**src/rtl/bomber_pkg.sv**
```systemverilog
// Shared definitions for the bomber playfield: tile size, default grid
// dimensions, tile codes, wall-map FSM states and the map-fill helpers.
// Also used by the wall renderer, which consumes the tile codes.
package bomber_pkg;

    localparam int unsigned TILE_SIZE = 32;
    localparam int unsigned MAP_COLS  = 800 / TILE_SIZE;  // 25
    localparam int unsigned MAP_ROWS  = 600 / TILE_SIZE;  // 18 (truncated)

    typedef enum logic [3:0] {
        TILE_EMPTY = 4'd0,
        TILE_SOLID = 4'd1,
        TILE_BRICK = 4'd2
    } tile_e;

    typedef enum logic [1:0] {
        ST_INIT,
        ST_IDLE,
        ST_LOOKUP,
        ST_RESP
    } wall_state_e;

    // 16-bit Fibonacci LFSR, taps 16,14,13,11 (bits 15,13,12,10), shifting left.
    function automatic logic [15:0] lfsr_step(input logic [15:0] s);
        return {s[14:0], s[15] ^ s[13] ^ s[12] ^ s[10]};
    endfunction

    // Tile written at (cx,cy) during the fill. The fixed pillar grid takes
    // priority over the start-area clearing, so (COLS-3,ROWS-2) stays a pillar
    // when it lands on even/even coordinates.
    function automatic tile_e init_tile(input int unsigned cx, input int unsigned cy,
                                        input int unsigned cols, input int unsigned rows,
                                        input logic [2:0] rnd);
        tile_e t;
        if (cx == 0 || cx == cols - 1 || cy == 0 || cy == rows - 1 ||
            (cx[0] == 1'b0 && cy[0] == 1'b0))
            t = TILE_SOLID;
        else if ((cx == 1 && cy == 1) || (cx == 2 && cy == 1) || (cx == 1 && cy == 2) ||
                 (cx == cols - 2 && cy == rows - 2) || (cx == cols - 3 && cy == rows - 2) ||
                 (cx == cols - 2 && cy == rows - 3))
            t = TILE_EMPTY;
        else if (rnd < 3'd5)
            t = TILE_BRICK;
        else
            t = TILE_EMPTY;
        return t;
    endfunction

endpackage

```
**src/rtl/wall_map_ram.sv**
```systemverilog
// Wall map storage: 1R + 1RW synchronous RAM with registered read data.
// A read and a write to the same cell in one cycle return the old value.
//   clk               - clock
//   rd_addr/rd_data   - read-only port (renderer side)
//   rw_addr/rw_we/rw_wdata/rw_rdata - read/write port (fill and hit logic)
module wall_map_ram #(
    parameter int unsigned DEPTH  = 450,
    parameter int unsigned ADDR_W = 9
) (
    input  logic              clk,
    input  logic [ADDR_W-1:0] rd_addr,
    output logic [3:0]        rd_data,
    input  logic [ADDR_W-1:0] rw_addr,
    input  logic              rw_we,
    input  logic [3:0]        rw_wdata,
    output logic [3:0]        rw_rdata
);

    logic [3:0] mem [DEPTH];
    logic [3:0] rd_data_q;
    logic [3:0] rw_rdata_q;

    always_ff @(posedge clk) begin
        rd_data_q  <= mem[rd_addr];
        rw_rdata_q <= mem[rw_addr];
        if (rw_we)
            mem[rw_addr] <= rw_wdata;
    end

    assign rd_data  = rd_data_q;
    assign rw_rdata = rw_rdata_q;

endmodule

```
**src/rtl/wall_map.sv**
```systemverilog
// Bomber wall map: fills the tile grid after reset (pillars, border,
// LFSR-placed bricks), serves registered renderer reads and handles
// explosion hit requests, clearing bricks that are hit.
//   clk, reset                 - clock, synchronous active-high reset
//   rd_cx, rd_cy -> rd_tile    - renderer read, one cycle latency
//   init_done                  - map fill finished
//   req_valid/req_ready, req_cx/req_cy - hit request handshake
//   resp_valid/resp_brick/resp_block   - one-cycle hit result
module wall_map
    import bomber_pkg::*;
#(
    parameter int unsigned COLS = MAP_COLS,
    parameter int unsigned ROWS = MAP_ROWS,
    parameter logic [15:0] SEED = 16'hACE1
) (
    input  logic       clk,
    input  logic       reset,
    input  logic [4:0] rd_cx,
    input  logic [4:0] rd_cy,
    output logic [3:0] rd_tile,
    output logic       init_done,
    input  logic       req_valid,
    input  logic [4:0] req_cx,
    input  logic [4:0] req_cy,
    output logic       req_ready,
    output logic       resp_valid,
    output logic       resp_brick,
    output logic       resp_block
);

    localparam int unsigned CELLS  = COLS * ROWS;
    localparam int unsigned ADDR_W = 9;

    wall_state_e       state_q, state_d;
    logic [ADDR_W-1:0] init_addr_q, init_addr_d;
    logic [4:0]        init_cx_q, init_cx_d;
    logic [4:0]        init_cy_q, init_cy_d;
    logic [15:0]       lfsr_q, lfsr_d;
    logic              init_done_q, init_done_d;
    logic [ADDR_W-1:0] req_addr_q, req_addr_d;
    logic              req_oob_q, req_oob_d;
    logic              rd_ok_q, rd_ok_d;

    logic              rd_in_range, req_in_range;
    logic [ADDR_W-1:0] rd_addr;
    logic [ADDR_W-1:0] ram_rw_addr;
    logic              ram_we;
    logic [3:0]        ram_wdata;
    logic [3:0]        ram_rd_data;
    logic [3:0]        ram_rw_rdata;

    // Out-of-range coordinates are steered to address 0 so the RAM is never
    // indexed past its depth; the range flag masks the result instead.
    always_comb begin
        rd_in_range  = (32'(rd_cx) < COLS) && (32'(rd_cy) < ROWS);
        req_in_range = (32'(req_cx) < COLS) && (32'(req_cy) < ROWS);
        rd_addr      = rd_in_range ? ADDR_W'(32'(rd_cy) * COLS + 32'(rd_cx)) : '0;
    end

    always_comb begin
        state_d     = state_q;
        init_addr_d = init_addr_q;
        init_cx_d   = init_cx_q;
        init_cy_d   = init_cy_q;
        lfsr_d      = lfsr_q;
        init_done_d = init_done_q;
        req_addr_d  = req_addr_q;
        req_oob_d   = req_oob_q;
        rd_ok_d     = init_done_q && rd_in_range;
        ram_rw_addr = req_addr_q;
        ram_we      = 1'b0;
        ram_wdata   = TILE_EMPTY;
        req_ready   = 1'b0;
        resp_valid  = 1'b0;
        resp_brick  = 1'b0;
        resp_block  = 1'b0;

        case (state_q)
            ST_INIT: begin
                ram_rw_addr = init_addr_q;
                ram_we      = 1'b1;
                ram_wdata   = init_tile(32'(init_cx_q), 32'(init_cy_q), COLS, ROWS, lfsr_q[2:0]);
                lfsr_d      = lfsr_step(lfsr_q);
                if (32'(init_addr_q) == CELLS - 1) begin
                    state_d     = ST_IDLE;
                    init_done_d = 1'b1;
                end else begin
                    init_addr_d = init_addr_q + 1'b1;
                    if (32'(init_cx_q) == COLS - 1) begin
                        init_cx_d = '0;
                        init_cy_d = init_cy_q + 1'b1;
                    end else begin
                        init_cx_d = init_cx_q + 1'b1;
                    end
                end
            end
            ST_IDLE: begin
                req_ready = 1'b1;
                if (req_valid) begin
                    req_addr_d = req_in_range ? ADDR_W'(32'(req_cy) * COLS + 32'(req_cx)) : '0;
                    req_oob_d  = !req_in_range;
                    state_d    = ST_LOOKUP;
                end
            end
            ST_LOOKUP: begin
                state_d = ST_RESP;
            end
            ST_RESP: begin
                resp_valid = 1'b1;
                if (req_oob_q) begin
                    resp_block = 1'b1;
                end else begin
                    resp_brick = (ram_rw_rdata == TILE_BRICK);
                    resp_block = (ram_rw_rdata == TILE_BRICK) || (ram_rw_rdata == TILE_SOLID);
                    ram_we     = (ram_rw_rdata == TILE_BRICK);
                end
                state_d = ST_IDLE;
            end
            default: state_d = ST_INIT;
        endcase
    end

    always_ff @(posedge clk) begin
        if (reset) begin
            state_q     <= ST_INIT;
            init_addr_q <= '0;
            init_cx_q   <= '0;
            init_cy_q   <= '0;
            lfsr_q      <= SEED;
            init_done_q <= 1'b0;
            req_addr_q  <= '0;
            req_oob_q   <= 1'b0;
            rd_ok_q     <= 1'b0;
        end else begin
            state_q     <= state_d;
            init_addr_q <= init_addr_d;
            init_cx_q   <= init_cx_d;
            init_cy_q   <= init_cy_d;
            lfsr_q      <= lfsr_d;
            init_done_q <= init_done_d;
            req_addr_q  <= req_addr_d;
            req_oob_q   <= req_oob_d;
            rd_ok_q     <= rd_ok_d;
        end
    end

    wall_map_ram #(
        .DEPTH (CELLS),
        .ADDR_W(ADDR_W)
    ) u_ram (
        .clk     (clk),
        .rd_addr (rd_addr),
        .rd_data (ram_rd_data),
        .rw_addr (ram_rw_addr),
        .rw_we   (ram_we),
        .rw_wdata(ram_wdata),
        .rw_rdata(ram_rw_rdata)
    );

    // rd_ok_q travels alongside the RAM's registered read data.
    assign rd_tile   = rd_ok_q ? ram_rd_data : TILE_EMPTY;
    assign init_done = init_done_q;

endmodule
```
**config.mk**
```make
export PLATFORM = sky130hd
export DESIGN_NAME = wall_map
export DESIGN_NICKNAME = d
export VERILOG_FILES = /design/src/rtl/bomber_pkg.sv /design/src/rtl/wall_map_ram.sv /design/src/rtl/wall_map.sv
export SDC_FILE = /design/constraint.sdc
export NUM_CORES = 2
export LEC_CHECK = 0
export ABC_AREA = 1
export CAP_MARGIN = 20
export CORE_UTILIZATION = 30
export CTS_BUF_LIST = sky130_fd_sc_hd__clkbuf_16
export CTS_CLUSTER_SIZE = 12
export DETAILED_ROUTE_END_ITERATION = 10
export PLACE_DENSITY = 0.41
export SLEW_MARGIN = 20
export SYNTH_ARGS = -nofsm -noshare
export SYNTH_HDL_FRONTEND = slang
export SYNTH_HIERARCHICAL = 1
export SYNTH_SLANG_ARGS = --single-unit
```
**constraint.sdc**
```tcl
create_clock -name clk -period 15.13 [get_ports clk]
set_input_delay 3.026 -clock clk [delete_from_list [all_inputs] [get_ports clk]]
set_output_delay 3.026 -clock clk [all_outputs]
set_load 0.005 [all_outputs]
```
==> flow_summary.yaml <==
finish:
  final_util_pct: 34.82
  final_common_cell: "nand2_1"
  nets: 10668
  n_fill_cell: 31005
  multiInputGateArea_um2: 36600
  layout_common_cells: "3831 x nand2_1, 1800 x edfxtp_1, 1745 x nand3_1"
  area.growth.synth_to_final_pct: 15.48
  drive_gt1_share_pct: 4.884
  regArea_um2: 55190
logic_synthesis:
  synth_cells: 9994
  ys.flop_type: "edfxtp_1"
  synth.distinct_cells: 43
  synth_top_area_share_pct: 58.61
  syn_area_um2: 92220
  synth-warning-count: 6
  yosysTopAreaCell: "edfxtp_1"
  synth_edf_count: 1800
  synth_async_sr_flop_share_pct: 0
  yosys-top-cells-area: "edfxtp_1 59%, nand2_1 16%, nand3_1 9.5%"
  synth_seq_area_share_pct: 59.85
  syn_avg_cell_area_um2: 9.227
  synth_seq_cells: 1857
clocking:
  cts_tree: "built"
  post_cts_resized: 0
  post_cts_buffers: 0
  ctsHoldBuffers: 0
  h-tree-depth: 4
  cts_root_buf: "clkbuf_16"
  clock_sinks: 1857
  clk_pin_slew_ns: 0.06
  numCtsBuffers: 224
  clkLatencyLatePin_ns: 0.90
  cts_max_path_buffers: 4
die:
  rows: 203
  die_area_um2: 309600
  die_y_um: 556.4
  initial_core_util_pct: 30.15
  die_w_um: 556.4
  coreArea_um2: 305800
  io_pins: 32
placed_design:
  place_ws_ns: 5.707
  place.gp.congestion: 0.8371
  io_buffers: 31
  place_hpwl_um: 219900
timing:
  rsz0062_at_grt: "false"
  fin_setup_tns_ns: 0
  worstMarginPinSlew_ns: 1.248
  finalHoldViolCount: 0
  finalSetupViolCount: 0
  slew_headroom_pct: 16.79
  max_clock_freq_ghz: 0.1149
  finClkSkew_ns: 0.04530
  slew_viol_final: 0
  setup_ws_ns: 6.425
  fin_crit_sh_pct: 57.53
  min_period_ns: 8.705
route:
  wire_per_inst_um: 25.29
  vias_per_cell: 5.145
  drc: 0
  routed_wl_um: 375700
  vias: 76433
  drt_iter0_markers: 7760
  first_pass_iters: 7
  final_antenna_net_count: 0
critical_path:
  arrival_ns: 9.53
  cp_max_fo: 169
  crit_type: "input pin to register"
  critPathCaptureType: "register"
  crit_required_ns: 15.96
  start_kind: "input pin"
job:
  drv_cap: 0
run_status:
  status: "finished clean"
power_and_ir_drop:
  powerDensity_nw_per_um2: 123.5
  power_leakage_nw: 40.50
  ir_worst_vdd_mv: 0.1042
global_routing:
  grt_start_max_net_pins: 170
  grt_pass1_wl_um: 535600
  grt-ovfl-total: 0
  antenna_found_initial: 14
  grt_usage_pct: 23.73
  grt_pass1_vias: 73601
min_path:
  hold_path_class: "register to register"
[worst paths after layout]
| kind | from | endpoint | slack (ns) | cells past startpoint |
|---|---|---|---|---|
| worst max register to register | state_q[0] | u_ram/rw_rdata[3] | 8.85 | 22 |
| worst max-delay path | rd_cy[3] | u_ram/rd_data[1] | 6.43 | 24 |
| worst min-delay path | lfsr_q[11] | lfsr_q[11] | 0.46 | 2 |
| worst min register to register | lfsr_q[11] | lfsr_q[11] | 0.46 | 2 |
[final cells by class]
type / instances / share of cell area [%]
Antenna cell: 6 / 0.01410
Clock buffer: 225 / 5.287
Clock inverter: 181 / 1.404
Inverter: 175 / 0.6673
Multi-Input combinational cell: 8136 / 34.37
Sequential cell: 1857 / 51.83
Tap cell: 4100 / 4.817
Timing Repair Buffer: 176 / 1.614
[routing by layer]
layer	wire length (um)	global-route usage [%]	up-vias
li1	-	-	35015
met1	161800	32.05	37490
met2	172700	38.43	3297
met3	27460	3.560	627
met4	13700	8.650	4
met5	22	0	-
[stage by stage]
stage | cell area, um^2 | power, mW | hold slack [ns] | instances
after global routing | 106500 | 13.62 | 0.4831 | 14852
after detailed placement | 99340 | 7.894 | 0.4499 | 14443
after CTS | 106500 | 13.26 | 0.4651 | 14849
after global placement | 99340 | 7.906 | 0.4405 | 14443
after floorplan | 95590 | 6.984 | 0.4292 | 10893
final | 106500 | 13.15 | 0.4602 | 14856
[power breakdown]
group	internal (mW)	switching [mW]
clock	3.12	2.21
sequential	5.61	0.0271
combinational	0.523	1.66
[cells by family (layout without fill, tap and decap cells)]
group	after synthesis	after routing	share of synthesized area (%)
AO/OA/AOI/OAI	686	686	5.278
XOR/XNOR	13	13	0.1235
adder cells (fa/ha/maj)	75	75	1.066
buffers and inverters	900	757	4.336
flip-flops	1857	1857	59.85
other	1	906	0.004067
AND/OR/NAND/NOR	6462	6462	29.34
[worst max-delay path: stages]
cell,delay [ns]
clkdlybuf4s50_1,0.54
inv_1,0.07
ha_1,0.21
inv_1,0.09
nor2_1,0.04
nor2_1,0.09
nand2_1,0.29
nor2_4,0.26
buf_4,0.66
buf_12,0.65
buf_12,0.71
buf_4,0.82
nand2_1,0.11
nand3_1,0.12
nand3_1,0.10
nand2_1,0.13
nand2_1,0.07
nand3_1,0.11
nand3_1,0.25
nand3_1,0.18
nand2_1,0.17
nand2_1,0.15
nand3_1,0.10
nand2_1,0.09
[sequential cells by signal, indices dropped and copies added (netlist names)]
name / count
u_ram/mem: 1800
lfsr_q: 16
init_cy_q: 5
u_ram/rd_data: 4
init_done: 1
init_cx_q: 5
req_addr_q: 9
u_ram/rw_rdata: 4
req_oob_q: 1
state_q: 2
rd_ok_q: 1
init_addr_q: 9
[Yosys cell counts (8+ instances only)]
| master | n |
|---|---|
| buf_2 | 374 |
| edfxtp_1 | 1800 |
| nor3_1 | 9 |
| a22oi_1 | 524 |
| nand4_1 | 213 |
| ha_1 | 69 |
| dfxtp_1 | 57 |
| nand3_1 | 1745 |
| a22oi_2 | 8 |
| a21oi_1 | 43 |
| nor2_1 | 638 |
| buf_1 | 60 |
| inv_2 | 11 |
| inv_1 | 157 |
| clkbuf_1 | 269 |
| o21ai_1 | 25 |
| nand2_1 | 3843 |
| buf_6 | 18 |
| o21ai_0 | 63 |
No activity file was read; power rests on OpenSTA's default activity.
